$ cat config.mk
export PLATFORM = sky130hd
export DESIGN_NAME = rr_arbiter_8_v
export DESIGN_NICKNAME = d
export VERILOG_FILES = /design/src/rtl/rr_arbiter_8_v.sv
export SDC_FILE = /design/constraint.sdc
export NUM_CORES = 1
export LEC_CHECK = 0
export ABC_AREA = 0
export CORE_UTILIZATION = 51
export DETAILED_ROUTE_END_ITERATION = 10
export GPL_ROUTABILITY_DRIVEN = 0
export HOLD_SLACK_MARGIN = 0.06
export PLACE_DENSITY = 0.75
export RECOVER_POWER = 50
export SLEW_MARGIN = 20
export SYNTH_ARGS = -nofsm -noshare
export SYNTH_HDL_FRONTEND = slang
export SYNTH_SLANG_ARGS = --single-unit
$ cat constraint.sdc
create_clock -name i_clk -period 9.8 [get_ports i_clk]
set_input_delay 1.96 -clock i_clk [delete_from_list [all_inputs] [get_ports i_clk]]
set_output_delay 1.96 -clock i_clk [all_outputs]
set_load 0.02 [all_outputs]
$ cat src/rtl/rr_arbiter_8_v.sv
// Round-robin arbiter for eight requesters that share one 8:1 mux.
// The FSM walks IDLE -> GRANT -> RELEASE -> IDLE. A grant never lasts longer
// than MAX_HOLD cycles. RELEASE adds one dead cycle between two owners, and
// moves the priority pointer to the requester just after the last owner.
// Every output is a flop, so o_gnt and o_sel_code can drive the mux directly.
module rr_arbiter_8_v #(
  parameter int MAX_HOLD = 16
) (
  input  logic       i_clk,
  input  logic       i_rst_n,
  input  logic       i_en,
  input  logic [7:0] i_req,
  output logic [7:0] o_gnt,
  output logic [2:0] o_sel_code,
  output logic       o_mux_en,
  output logic       o_busy,
  output logic       o_timeout
);

  typedef enum logic [1:0] {
    IDLE    = 2'd0,
    GRANT   = 2'd1,
    RELEASE = 2'd2
  } state_t;

  // Hold count value seen in the last legal GRANT cycle.
  localparam logic [7:0] HOLD_LAST = 8'(MAX_HOLD - 1);

  state_t     state, state_nxt;
  logic [2:0] ptr, ptr_nxt;
  logic [7:0] cnt, cnt_nxt;
  logic [7:0] gnt_nxt;
  logic [2:0] sel_nxt;
  logic       mux_en_nxt;
  logic       busy_nxt;
  logic       timeout_nxt;

  logic       found;
  logic [2:0] winner;
  logic [2:0] idx;

  // Find the first active request, scanning from ptr and wrapping modulo 8.
  always_comb begin
    found  = 1'b0;
    winner = ptr;
    idx    = ptr;
    for (int i = 0; i < 8; i++) begin
      idx = ptr + 3'(i);
      if (!found && i_req[idx]) begin
        found  = 1'b1;
        winner = idx;
      end
    end
  end

  // Compute the next state and the next value of every registered output.
  always_comb begin
    state_nxt   = state;
    ptr_nxt     = ptr;
    cnt_nxt     = cnt;
    gnt_nxt     = o_gnt;
    sel_nxt     = o_sel_code;
    mux_en_nxt  = o_mux_en;
    timeout_nxt = 1'b0;
    case (state)
      IDLE: begin
        if (i_en && found) begin
          state_nxt  = GRANT;
          gnt_nxt    = 8'b1 << winner;
          sel_nxt    = winner;
          mux_en_nxt = 1'b1;
          cnt_nxt    = 8'd0;
        end
      end
      GRANT: begin
        cnt_nxt = cnt + 8'd1;
        // Disable and owner drop take precedence over the hold limit.
        if (!i_en || !i_req[o_sel_code] || (cnt == HOLD_LAST)) begin
          state_nxt   = RELEASE;
          gnt_nxt     = 8'd0;
          mux_en_nxt  = 1'b0;
          ptr_nxt     = o_sel_code + 3'd1;
          timeout_nxt = i_en && i_req[o_sel_code];
        end
      end
      RELEASE: begin
        state_nxt = IDLE;
      end
      default: begin
        state_nxt  = IDLE;
        gnt_nxt    = 8'd0;
        mux_en_nxt = 1'b0;
      end
    endcase
    busy_nxt = (state_nxt != IDLE);
  end

  // State and output registers. Reset drops the grant at once, without waiting for a clock.
  always_ff @(posedge i_clk or negedge i_rst_n) begin
    if (!i_rst_n) begin
      state      <= IDLE;
      ptr        <= 3'd0;
      cnt        <= 8'd0;
      o_gnt      <= 8'd0;
      o_sel_code <= 3'd0;
      o_mux_en   <= 1'b0;
      o_busy     <= 1'b0;
      o_timeout  <= 1'b0;
    end else begin
      state      <= state_nxt;
      ptr        <= ptr_nxt;
      cnt        <= cnt_nxt;
      o_gnt      <= gnt_nxt;
      o_sel_code <= sel_nxt;
      o_mux_en   <= mux_en_nxt;
      o_busy     <= busy_nxt;
      o_timeout  <= timeout_nxt;
    end
  end

endmodule

==> flow_summary_export.csv, run 1 <==
group,metric,value,unit
clock_tree,tritoncts.num_buffers,3,
critical_path,worst-endpoint-arrival,4.74,ns
layout,number_of_nets_at_the_end_of_the_flow,252,
clock_tree,tritoncts,"yes",
placed_design,placement.io_buffers,24,
floorplan,area_of_the_die,4678,sq um
clock_tree,clock_tree.buffer_depth,2,
worst_hold_path,min-delay-path-class,"reg2reg",
grt,antenna_found_initial,0,
grt,grt_max_degree,28,
synthesis,synth-seq-area-share,0.3005,
synthesis,ys_ff_latch,27,
synthesis,synth_async_reset_ratio,1.000,
detailed_routing,totalWireLength,4.913,mm
detailed_routing,drtAntennaViolNets,0,
power,total_power,938.7,uW
layout,fill_count,358,
clock_tree,clk-insertion-delay-late,0.27,ns
timing,clock-skew-final,0.003797,ns
floorplan,placement_rows,23,
synthesis,post_synth_inst_count,216,
timing,period_share,0.4650,
timing,max_freq,0.2194,GHz
detailed_routing,viasPerCell,6.290,
detailed_routing,routed-via-count,1799,
layout,mostFrequentLayoutCell,"sky130_fd_sc_hd__nand2_1",
clock_tree,clk_pin_slew_worst_paths,0.09,ns
timing,finalWorstPathRequiredPeriod,4.557,ns
critical_path,timing.critical_path.from_type,"input pin",
grt,grt_pass1_vias,1671,
floorplan,die_y,68.40,um
timing,report.final.slew_viol_count,0,
power,cellPowerDensity,369.4,nW/um^2
worst_hold_path,start_point_of_the_worst_min_delay_path,"o_gnt[3]$_DFFE_PN0P_",
layout,fraction_of_layout_instances_using_a_drive_strength_above_1,0.1822,
job,maxCapViolCount,0,
synthesis,mappedNetlistArea,2248,sq um
critical_path,critical_path_class,"in2reg",
clock_tree,cts_htree_levels,1,
clock_tree,cts_resized,0,
floorplan,design.portCount,25,
grt,grt_first_pass_wirelength,8.100,mm
synthesis,syn-num-nets,231,
clock_tree,hold_buffers,0,
clock_tree,clockRootBuffer,"sky130_fd_sc_hd__clkbuf_8",
clock_tree,clkSinkCount,27,
layout,layout_common_cells,"sky130_fd_sc_hd__nand2_1 (28), sky130_fd_sc_hd__dfrtp_1 (27), sky130_fd_sc_hd__o21ai_0 (20)",
timing,hold_violations,0,
critical_path,timing.critical_path.required,9.98,ns
floorplan,design.core.area,4115,sq um
timing,relSlewSlack,0.05483,
worst_hold_path,hold_path_depth,2,
layout,n_antenna_cell,0,
critical_path,regToRegSetupSlack,5.81,ns
timing,worst-slew-pin-transition,1.418,ns
critical_path,r2r.worst_path.cells,9,
outcome,outcome,"complete, no violations",
synthesis,synth.lib_cells_used.distinct,60,
worst_hold_path,hold-path-endpoint,"o_gnt[3]$_DFFE_PN0P_",
critical_path,path_max_fanout,8,
layout,flow.area_growth_from_synthesis,13.02,%
critical_path,critPathCaptureType,"register",
critical_path,worstReg2RegStart,"ptr[0]$_DFFE_PN0P_",
power,p_leak,0.001073,uW
clock_tree,postCtsSetupBuffers,0,
synthesis,primary_ff_master_synth,"sky130_fd_sc_hd__dfrtp_1",
placed_design,detailedPlacementHpwl,3.767,mm
grt,grt_use_total,0.2369,
detailed_routing,routed_wire_length_per_instance,17.18,um
synthesis,ys.warnings.count,0,
synthesis,synth_edf_count,0,
critical_path,worstReg2RegEnd,"cnt[7]$_DFFE_PN0P_",
timing,rsz0062_at_grt,"no",
timing,setup_tns,0,ns
detailed_routing,drt_first_pass_iters,4,
grt,gr-total-overflow,0,
floorplan,effective_utilization_at_floorplan,0.5464,
power,ir_drop,0.0002341,V
detailed_routing,post-route-drc-count,0,
detailed_routing,first_iter_violations,174,
timing,report.final.setup_viol,0,
synthesis,synth_area_per_cell,10.41,sq um
floorplan,die_w,68.40,um
-- layout make-up --
type	instances	area [sq um]	share of cell area
timing repair buffer	25	244.0	0.09601
tap	50	62.56	0.02462
sequential	27	675.6	0.2659
multi-input combinational	174	1491	0.5869
inverter	6	22.52	0.008863
clock buffer	4	45.04	0.01773
-- cell usage after synthesis (2+ instances only) --
library cell | instances | area, sq um
sky130_fd_sc_hd__mux2i_2 | 2 | 27.53
sky130_fd_sc_hd__xnor2_1 | 2 | 17.52
sky130_fd_sc_hd__nand4_1 | 2 | 12.51
sky130_fd_sc_hd__dfrtp_1 | 27 | 675.7
sky130_fd_sc_hd__buf_2 | 2 | 10.01
sky130_fd_sc_hd__o31ai_2 | 3 | 37.54
sky130_fd_sc_hd__and3_1 | 4 | 25.02
sky130_fd_sc_hd__a21oi_1 | 5 | 25.02
sky130_fd_sc_hd__mux4_1 | 3 | 78.83
sky130_fd_sc_hd__and2_1 | 2 | 12.51
sky130_fd_sc_hd__a31oi_1 | 7 | 43.79
sky130_fd_sc_hd__nand3_1 | 6 | 30.03
sky130_fd_sc_hd__mux4_2 | 10 | 225.2
sky130_fd_sc_hd__o21ai_0 | 20 | 100.1
sky130_fd_sc_hd__clkbuf_1 | 2 | 7.510
sky130_fd_sc_hd__ha_1 | 4 | 50.05
sky130_fd_sc_hd__a32o_1 | 5 | 50.05
sky130_fd_sc_hd__nand2_1 | 28 | 105.1
sky130_fd_sc_hd__nor3_1 | 2 | 10.01
sky130_fd_sc_hd__mux2_2 | 6 | 67.56
sky130_fd_sc_hd__nor2_1 | 9 | 33.78
sky130_fd_sc_hd__inv_1 | 5 | 18.77
sky130_fd_sc_hd__nand3_2 | 2 | 20.02
sky130_fd_sc_hd__mux2_4 | 2 | 30.03
sky130_fd_sc_hd__buf_6 | 3 | 33.78
sky130_fd_sc_hd__xor2_1 | 2 | 17.52
sky130_fd_sc_hd__a211oi_1 | 2 | 15.01
sky130_fd_sc_hd__or2_2 | 3 | 18.77
sky130_fd_sc_hd__mux2i_1 | 13 | 130.1
sky130_fd_sc_hd__nor3b_1 | 2 | 15.01
sky130_fd_sc_hd__buf_1 | 2 | 7.510
-- through the flow --
| stage | setup WS (ns) | util | hold slack (ns) | std cells | area, sq um |
|---|---|---|---|---|---|
| after floorplan | 5.831 | - | 0.4523 | 216 | 2248 |
| after global placement | 5.026 | 0.6075 | 0.4644 | 282 | 2500 |
| after detailed placement | 4.963 | 0.6075 | 0.4789 | 282 | 2500 |
| after CTS | 5.252 | 0.6184 | 0.4972 | 286 | 2545 |
| after global routing | 5.043 | 0.6175 | 0.5203 | 286 | 2541 |
| final | 5.243 | 0.6175 | 0.4846 | 286 | 2541 |
-- worst max path at each step --
stage,start,to,slack (ns),cells after the start
2_1_floorplan,i_req[6],o_gnt[0]$_DFFE_PN0P_,5.83,7
3_3_place_gp,i_req[2],cnt[3]$_DFFE_PN0P_,5.03,8
3_5_place_dp,i_req[2],cnt[7]$_DFFE_PN0P_,4.96,8
4_1_cts,i_req[2],cnt[2]$_DFFE_PN0P_,5.25,8
5_1_grt,i_req[2],cnt[5]$_DFFE_PN0P_,5.04,8
6_report,i_req[2],cnt[7]$_DFFE_PN0P_,5.24,8
-- critical path, cell delays in order --
cell and delay, ns:
sky130_fd_sc_hd__clkdlybuf4s50_1 0.53, sky130_fd_sc_hd__mux4_1 0.68, sky130_fd_sc_hd__mux2_2 0.35, sky130_fd_sc_hd__nor2_1 0.21, sky130_fd_sc_hd__nand4_2 0.22, sky130_fd_sc_hd__a21oi_1 0.52, sky130_fd_sc_hd__o21ai_0 0.16, sky130_fd_sc_hd__o21ai_0 0.12
-- state kept, by name, summed over array words and instances, names as in the netlist --
signal,flops
cnt,8
o_gnt,8
o_sel_code,3
ptr,3
state,2
o_busy,1
o_mux_en,1
o_timeout,1
-- logic make-up (layout without fill, tap and decap cells) --
kind of cell	count (synthesis)	in the layout	synth area share
xor gates and xnor gates	4	4	0.01558
adders and majority gates	4	4	0.02226
buffers and inverters	15	35	0.03617
and+or+nand+nor	69	69	0.1597
muxes	38	38	0.2638
AOI/OAI and AO/OA	59	59	0.2020
DFF	27	27	0.3005
-- power breakdown --
| part | internal (uW) | total [uW] | switching (uW) |
|---|---|---|---|
| logic | 303 | 673 | 370 |
| registers | 147 | 204 | 56.8 |
| clock network | 29.1 | 61.8 | 32.7 |
-- per-layer routing --
layer / vias up / share of wire / GRT usage
li1: 884 / - / -
met1: 873 / 0.47 / 0.3362
met2: 40 / 0.48 / 0.3848
met3: 2 / 0.047 / 0.04333
met4: 0 / 0.0028 / 0.03125
met5: - / 0 / 0
No activity file was read; power rests on OpenSTA's default activity.
==> run 2, diff against run 1 <==
==> constraint.sdc (replaced) <==
create_clock -name i_clk -period 4.64 [get_ports i_clk]
set_input_delay 0.928 -clock i_clk [delete_from_list [all_inputs] [get_ports i_clk]]
set_output_delay 0.928 -clock i_clk [all_outputs]
set_load 0.02 [all_outputs]
==> run 2 against run 1 <==
Sequential power rose by 99%; core utilization rose by 0.18 points; final cell count rose by 0.35%; flip-flop and latch count did not move; critical endpoint is now cnt[3]$_DFFE_PN0P_.
==> flow_summary_export.csv, run 2 (synthesis results as in run 1) <==
group,metric,value,unit
timing,finalWorstPathRequiredPeriod,3.695,ns
timing,worst-slew-pin-transition,0.8164,ns
power,pwr-share-clk,0.067,
critical_path,crit_path_start,"ptr[1]$_DFFE_PN0P_",
clock_tree,clock_tree.buffer_depth,2,
floorplan,area_of_the_die,4678,sq um
floorplan,placement_rows,23,
layout,layout.area.seq,675.6,sq um
critical_path,timing.critical_path.from_type,"register",
clock_tree,cts_htree_levels,1,
power,cellPowerDensity,776.0,nW/um^2
power,ir_drop,0.0004221,V
floorplan,design.portCount,25,
worst_hold_path,start_point_of_the_worst_min_delay_path,"o_gnt[2]$_DFFE_PN0P_",
layout,multiInputGateArea,1491,sq um
layout,number_of_nets_at_the_end_of_the_flow,253,
detailed_routing,drt_first_pass_iters,4,
placed_design,dpl_worst_slack,0.8975,ns
clock_tree,clkSinkCount,27,
power,p_int,1016,uW
placed_design,placement.io_buffers,24,
timing,hold_violations,0,
detailed_routing,routed_wire_length_per_instance,17.11,um
critical_path,regToRegSetupSlack,0.94,ns
layout,flow.area_growth_from_synthesis,13.36,%
critical_path,timing.critical_path.required,4.83,ns
placed_design,post-place-cells,283,
floorplan,die_y,68.40,um
critical_path,path_max_fanout,12,
clock_tree,tritoncts.num_buffers,3,
timing,timing.final.ws_setup,0.9449,ns
layout,fill_count,348,
clock_tree,clk_pin_slew_worst_paths,0.09,ns
outcome,outcome,"complete, no violations",
detailed_routing,drtAntennaViolNets,0,
power,p_leak,0.001078,uW
timing,relSlewSlack,0.4540,
placed_design,detailedPlacementHpwl,3.655,mm
floorplan,effective_utilization_at_floorplan,0.5464,
power,netSwitchingPower,962.3,uW
timing,report.final.setup_viol,0,
floorplan,die_w,68.40,um
clock_tree,cts_resized,0,
grt,grt_first_pass_wirelength,8.411,mm
critical_path,worst-endpoint-arrival,3.88,ns
grt,gr-total-overflow,0,
layout,fraction_of_layout_instances_using_a_drive_strength_above_1,0.1857,
floorplan,design.core.area,4115,sq um
clock_tree,postCtsSetupBuffers,0,
layout,reg.largest.list,"cnt (8), o_gnt (8)",
detailed_routing,viasPerCell,6.439,
clock_tree,tritoncts,"yes",
job,maxCapViolCount,0,
timing,period_share,0.7964,
timing,clock-skew-final,0.004827,ns
grt,grt_max_degree,20,
timing,rsz0062_at_grt,"no",
critical_path,worstReg2RegStart,"ptr[1]$_DFFE_PN0P_",
detailed_routing,post-route-drc-count,0,
timing,report.final.slew_viol_count,0,
grt,grt_use_total,0.2408,
critical_path,critical_path_class,"reg2reg",
worst_hold_path,min-delay-path-class,"reg2reg",
power,comb_power_share,0.729,
clock_tree,clk-insertion-delay-late,0.27,ns
grt,grt_pass1_vias,1759,
detailed_routing,first_iter_violations,122,
detailed_routing,routed-via-count,1848,
layout,layout.cells.non_filler,287,
timing,setup_tns,0,ns
clock_tree,hold_buffers,0,
critical_path,critPathCaptureType,"register",
layout,n_antenna_cell,0,
layout,layout_common_cells,"sky130_fd_sc_hd__nand2_1 (28), sky130_fd_sc_hd__dfrtp_1 (27), sky130_fd_sc_hd__o21ai_0 (20)",
grt,antenna_found_initial,0,
timing,max_freq,0.2706,GHz
detailed_routing,totalWireLength,4.911,mm
layout,mostFrequentLayoutCell,"sky130_fd_sc_hd__nand2_1",
power,switching_share_of_total_power,0.4865,
power,seq_power_share,0.205,
clock_tree,clockRootBuffer,"sky130_fd_sc_hd__clkbuf_8",
-- run 2: changes by cell type in the layout (fill, tap and decap cells not counted) --
cell	previous run	this run
sky130_fd_sc_hd__buf_4	0	1
-- run 2: area by class of cell --
cell class | instances | share of cell area
clock buffers | 4 | 0.01767
well taps | 50 | 0.02455
inverters | 6 | 0.008837
flip-flops and latches | 27 | 0.2651
repair buffers | 26 | 0.09867
multi-input cells | 174 | 0.5852
-- run 2: per-layer routing --
layer  routed length (um)  up-vias  GRT usage  part of all wire
li1                     -      884          -                 -
met1                 2297      903     0.3623              0.47
met2                 2236       55     0.3664              0.46
met3                  339        6    0.04167             0.069
met4                   38        0    0.03646            0.0077
met5                    0        -          0                 0
-- run 2: worst max-delay path, cell delays in order (launching register included) --
cell and delay [ns]:
sky130_fd_sc_hd__dfrtp_1 0.68, sky130_fd_sc_hd__inv_2 0.23, sky130_fd_sc_hd__ha_1 0.64, sky130_fd_sc_hd__mux4_2 0.58
sky130_fd_sc_hd__mux2_4 0.33, sky130_fd_sc_hd__nor2_4 0.16, sky130_fd_sc_hd__nand4_2 0.20, sky130_fd_sc_hd__a21oi_1 0.51
sky130_fd_sc_hd__o21ai_0 0.16, sky130_fd_sc_hd__o21ai_0 0.10
-- run 2: power groups by stage --
stage / clock network [uW] / logic [uW] / registers (uW)
finish: 132 / 1440 / 405
global route: 145 / 1560 / 420
CTS: 135 / 1450 / 407
detailed placement: 0 / 1440 / 411
global placement: 0 / 1430 / 410
floorplan: 0 / 1130 / 420
-- run 2: per-stage QoR --
step | area (sq um) | util | hold slack (ns) | power [uW]
2_1_floorplan | 2248 | - | 0.4523 | 1555
3_3_place_gp | 2507 | 0.6093 | 0.4647 | 1844
3_5_place_dp | 2507 | 0.6093 | 0.4682 | 1853
4_1_cts | 2552 | 0.6202 | 0.4892 | 1987
5_1_grt | 2549 | 0.6193 | 0.5214 | 2126
6_report | 2549 | 0.6193 | 0.4815 | 1978
-- run 2: final timing paths --
check                                            end  depth (start not counted)
worst max-delay path              cnt[3]$_DFFE_PN0P_                          9
max in group asynchronous       o_mux_en$_DFFE_PN0P_                          2
worst max register to register    cnt[3]$_DFFE_PN0P_                          9
worst min-delay path            o_gnt[2]$_DFFE_PN0P_                          2
min in group asynchronous       o_gnt[1]$_DFFE_PN0P_                          1
worst min register to register  o_gnt[2]$_DFFE_PN0P_                          2
==> run 3, diff against run 2 <==
==> constraint.sdc (replaced) <==
create_clock -name i_clk -period 3.4 [get_ports i_clk]
set_input_delay 0.68 -clock i_clk [delete_from_list [all_inputs] [get_ports i_clk]]
set_output_delay 0.68 -clock i_clk [all_outputs]
set_load 0.02 [all_outputs]
==> run 3 against run 2 <==
First-iteration DRC count rose by 39%; critical path type is now in2reg; combinational power is 52% higher; setup slack got worse by 0.69 ns; sequential power up 32%.
==> flow_summary_export.csv, run 3 (synthesis results as in run 1) <==
group,metric,value,unit
timing,rsz0062_at_grt,"no",
floorplan,effective_utilization_at_floorplan,0.5464,
timing,period_share,0.9237,
grt,grt_use_total,0.2592,
layout,util_after_layout,0.6467,
critical_path,path_max_fanout,8,
detailed_routing,routed_wire_length_per_instance,17.57,um
detailed_routing,viasPerCell,6.368,
grt,gr-total-overflow,0,
critical_path,crit_path_start,"i_req[2]",
layout,layout_common_cells,"sky130_fd_sc_hd__nand2_1 (28), sky130_fd_sc_hd__dfrtp_1 (27), sky130_fd_sc_hd__o21ai_0 (20)",
grt,grt_first_pass_wirelength,8.990,mm
worst_hold_path,start_point_of_the_worst_min_delay_path,"o_gnt[0]$_DFFE_PN0P_",
timing,setup_tns,0,ns
grt,grt_pass1_vias,1851,
power,seq_power_share,0.184,
layout,flow.area_growth_from_synthesis,18.36,%
detailed_routing,totalWireLength,5.305,mm
power,comb_power_share,0.755,
critical_path,worstReg2RegEnd,"o_gnt[4]$_DFFE_PN0P_",
placed_design,detailedPlacementHpwl,3.953,mm
critical_path,worstReg2RegStart,"ptr[0]$_DFFE_PN0P_",
clock_tree,clk-insertion-delay-late,0.27,ns
critical_path,worst-endpoint-arrival,3.32,ns
timing,hold_violations,0,
detailed_routing,drtAntennaViolNets,0,
power,p_leak,0.001150,uW
power,netSwitchingPower,1372,uW
floorplan,placement_rows,23,
critical_path,last_element_of_the_critical_path,"o_gnt[0]$_DFFE_PN0P_",
grt,antenna_found_initial,0,
critical_path,critPathCaptureType,"register",
clock_tree,hold_buffers,0,
worst_hold_path,min-delay-path-class,"reg2reg",
critical_path,timing.critical_path.required,3.58,ns
detailed_routing,routed-via-count,1923,
placed_design,dpl_worst_slack,-0.01759,ns
floorplan,die_w,68.40,um
layout,n_antenna_cell,0,
detailed_routing,post-route-drc-count,0,
power,p_int,1525,uW
clock_tree,cts_resized,0,
clock_tree,clockRootBuffer,"sky130_fd_sc_hd__clkbuf_8",
clock_tree,cts_htree_levels,1,
timing,report.final.slew_viol_count,0,
power,pwr-share-clk,0.061,
placed_design,placement.io_buffers,24,
power,ir_drop,0.0005589,V
grt,grt_max_degree,28,
critical_path,critical_path_class,"in2reg",
timing,worst-slew-pin-transition,1.444,ns
detailed_routing,drt_first_pass_iters,4,
outcome,outcome,"complete, no violations",
clock_tree,postCtsSetupBuffers,0,
timing,max_freq,0.3184,GHz
timing,finalWorstPathRequiredPeriod,3.141,ns
floorplan,area_of_the_die,4678,sq um
critical_path,timing.critical_path.from_type,"input pin",
critical_path,r2r.worst_path.cells,8,
layout,final_cell_area,2661,sq um
floorplan,design.core.area,4115,sq um
critical_path,regToRegSetupSlack,0.28,ns
job,maxCapViolCount,0,
floorplan,die_y,68.40,um
floorplan,design.portCount,25,
timing,timing.final.ws_setup,0.2595,ns
power,switching_share_of_total_power,0.4736,
clock_tree,clkSinkCount,27,
detailed_routing,first_iter_violations,170,
layout,mostFrequentLayoutCell,"sky130_fd_sc_hd__nand2_1",
layout,fraction_of_layout_instances_using_a_drive_strength_above_1,0.2341,
timing,clock-skew-final,0.002892,ns
clock_tree,clk_pin_slew_worst_paths,0.09,ns
timing,report.final.setup_viol,0,
clock_tree,clock_tree.buffer_depth,2,
layout,number_of_nets_at_the_end_of_the_flow,268,
clock_tree,tritoncts.num_buffers,3,
power,cellPowerDensity,1089,nW/um^2
placed_design,post_dp_cell_area,2620,sq um
layout,reg.largest.list,"cnt (8), o_gnt (8)",
timing,relSlewSlack,0.03707,
clock_tree,tritoncts,"yes",
-- run 3: cell count changes in the layout (fill, tap and decap cells not counted) --
cell,previous run,this run
sky130_fd_sc_hd__buf_4,1,16
-- run 3: final cells by class --
| type | count | area [sq um] |
|---|---|---|
| Multi-Input combinational cell | 174 | 1491 |
| Inverter | 6 | 22.52 |
| Fill cell | 358 | 1454 |
| Sequential cell | 27 | 675.6 |
| Clock buffer | 4 | 45.04 |
| Tap cell | 50 | 62.56 |
| Timing Repair Buffer | 41 | 364.1 |
-- run 3: worst min path at each step --
stage                           endpoint  slack, ns  cells after the start
floorplan             cnt[0]$_DFFE_PN0P_       0.38                      0
global placement    o_gnt[0]$_DFFE_PN0P_       0.46                      2
detailed placement  o_gnt[0]$_DFFE_PN0P_       0.48                      2
CTS                 o_gnt[0]$_DFFE_PN0P_       0.50                      2
global route        o_gnt[1]$_DFFE_PN0P_       0.52                      2
finish              o_gnt[0]$_DFFE_PN0P_       0.48                      2
-- run 3: stage by stage --
stage / total power [uW] / hold WS (ns) / instances
3_5_place_dp: 2707 / 0.4779 / 298
4_1_cts: 2899 / 0.4979 / 302
6_report: 2897 / 0.4846 / 302
3_3_place_gp: 2680 / 0.4632 / 298
2_1_floorplan: 2122 / 0.3844 / 216
5_1_grt: 3117 / 0.5181 / 302
-- run 3: routing by layer --
metal / up-vias / global-route usage / wire length (um)
li1: 913 / - / -
met1: 954 / 0.3713 / 2496
met2: 50 / 0.4118 / 2481
met3: 6 / 0.05167 / 280
met4: 0 / 0.03646 / 46
met5: - / 0 / 0
-- run 3: worst max-delay path, stage by stage --
cell and delay (ns):
sky130_fd_sc_hd__clkdlybuf4s50_1 0.53, sky130_fd_sc_hd__mux4_1 0.68, sky130_fd_sc_hd__mux2_2 0.36, sky130_fd_sc_hd__a21oi_2 0.13, sky130_fd_sc_hd__o21ai_1 0.10, sky130_fd_sc_hd__a31oi_1 0.24, sky130_fd_sc_hd__mux2_2 0.38, sky130_fd_sc_hd__o31ai_1 0.23
-- run 3: power groups by stage --
stage | clock [uW] | sequential, uW | combinational, uW
4_1_cts | 182 | 536 | 2180
2_1_floorplan | 0 | 574 | 1550
6_report | 177 | 535 | 2190
3_5_place_dp | 0 | 540 | 2170
5_1_grt | 192 | 553 | 2370
3_3_place_gp | 0 | 535 | 2140
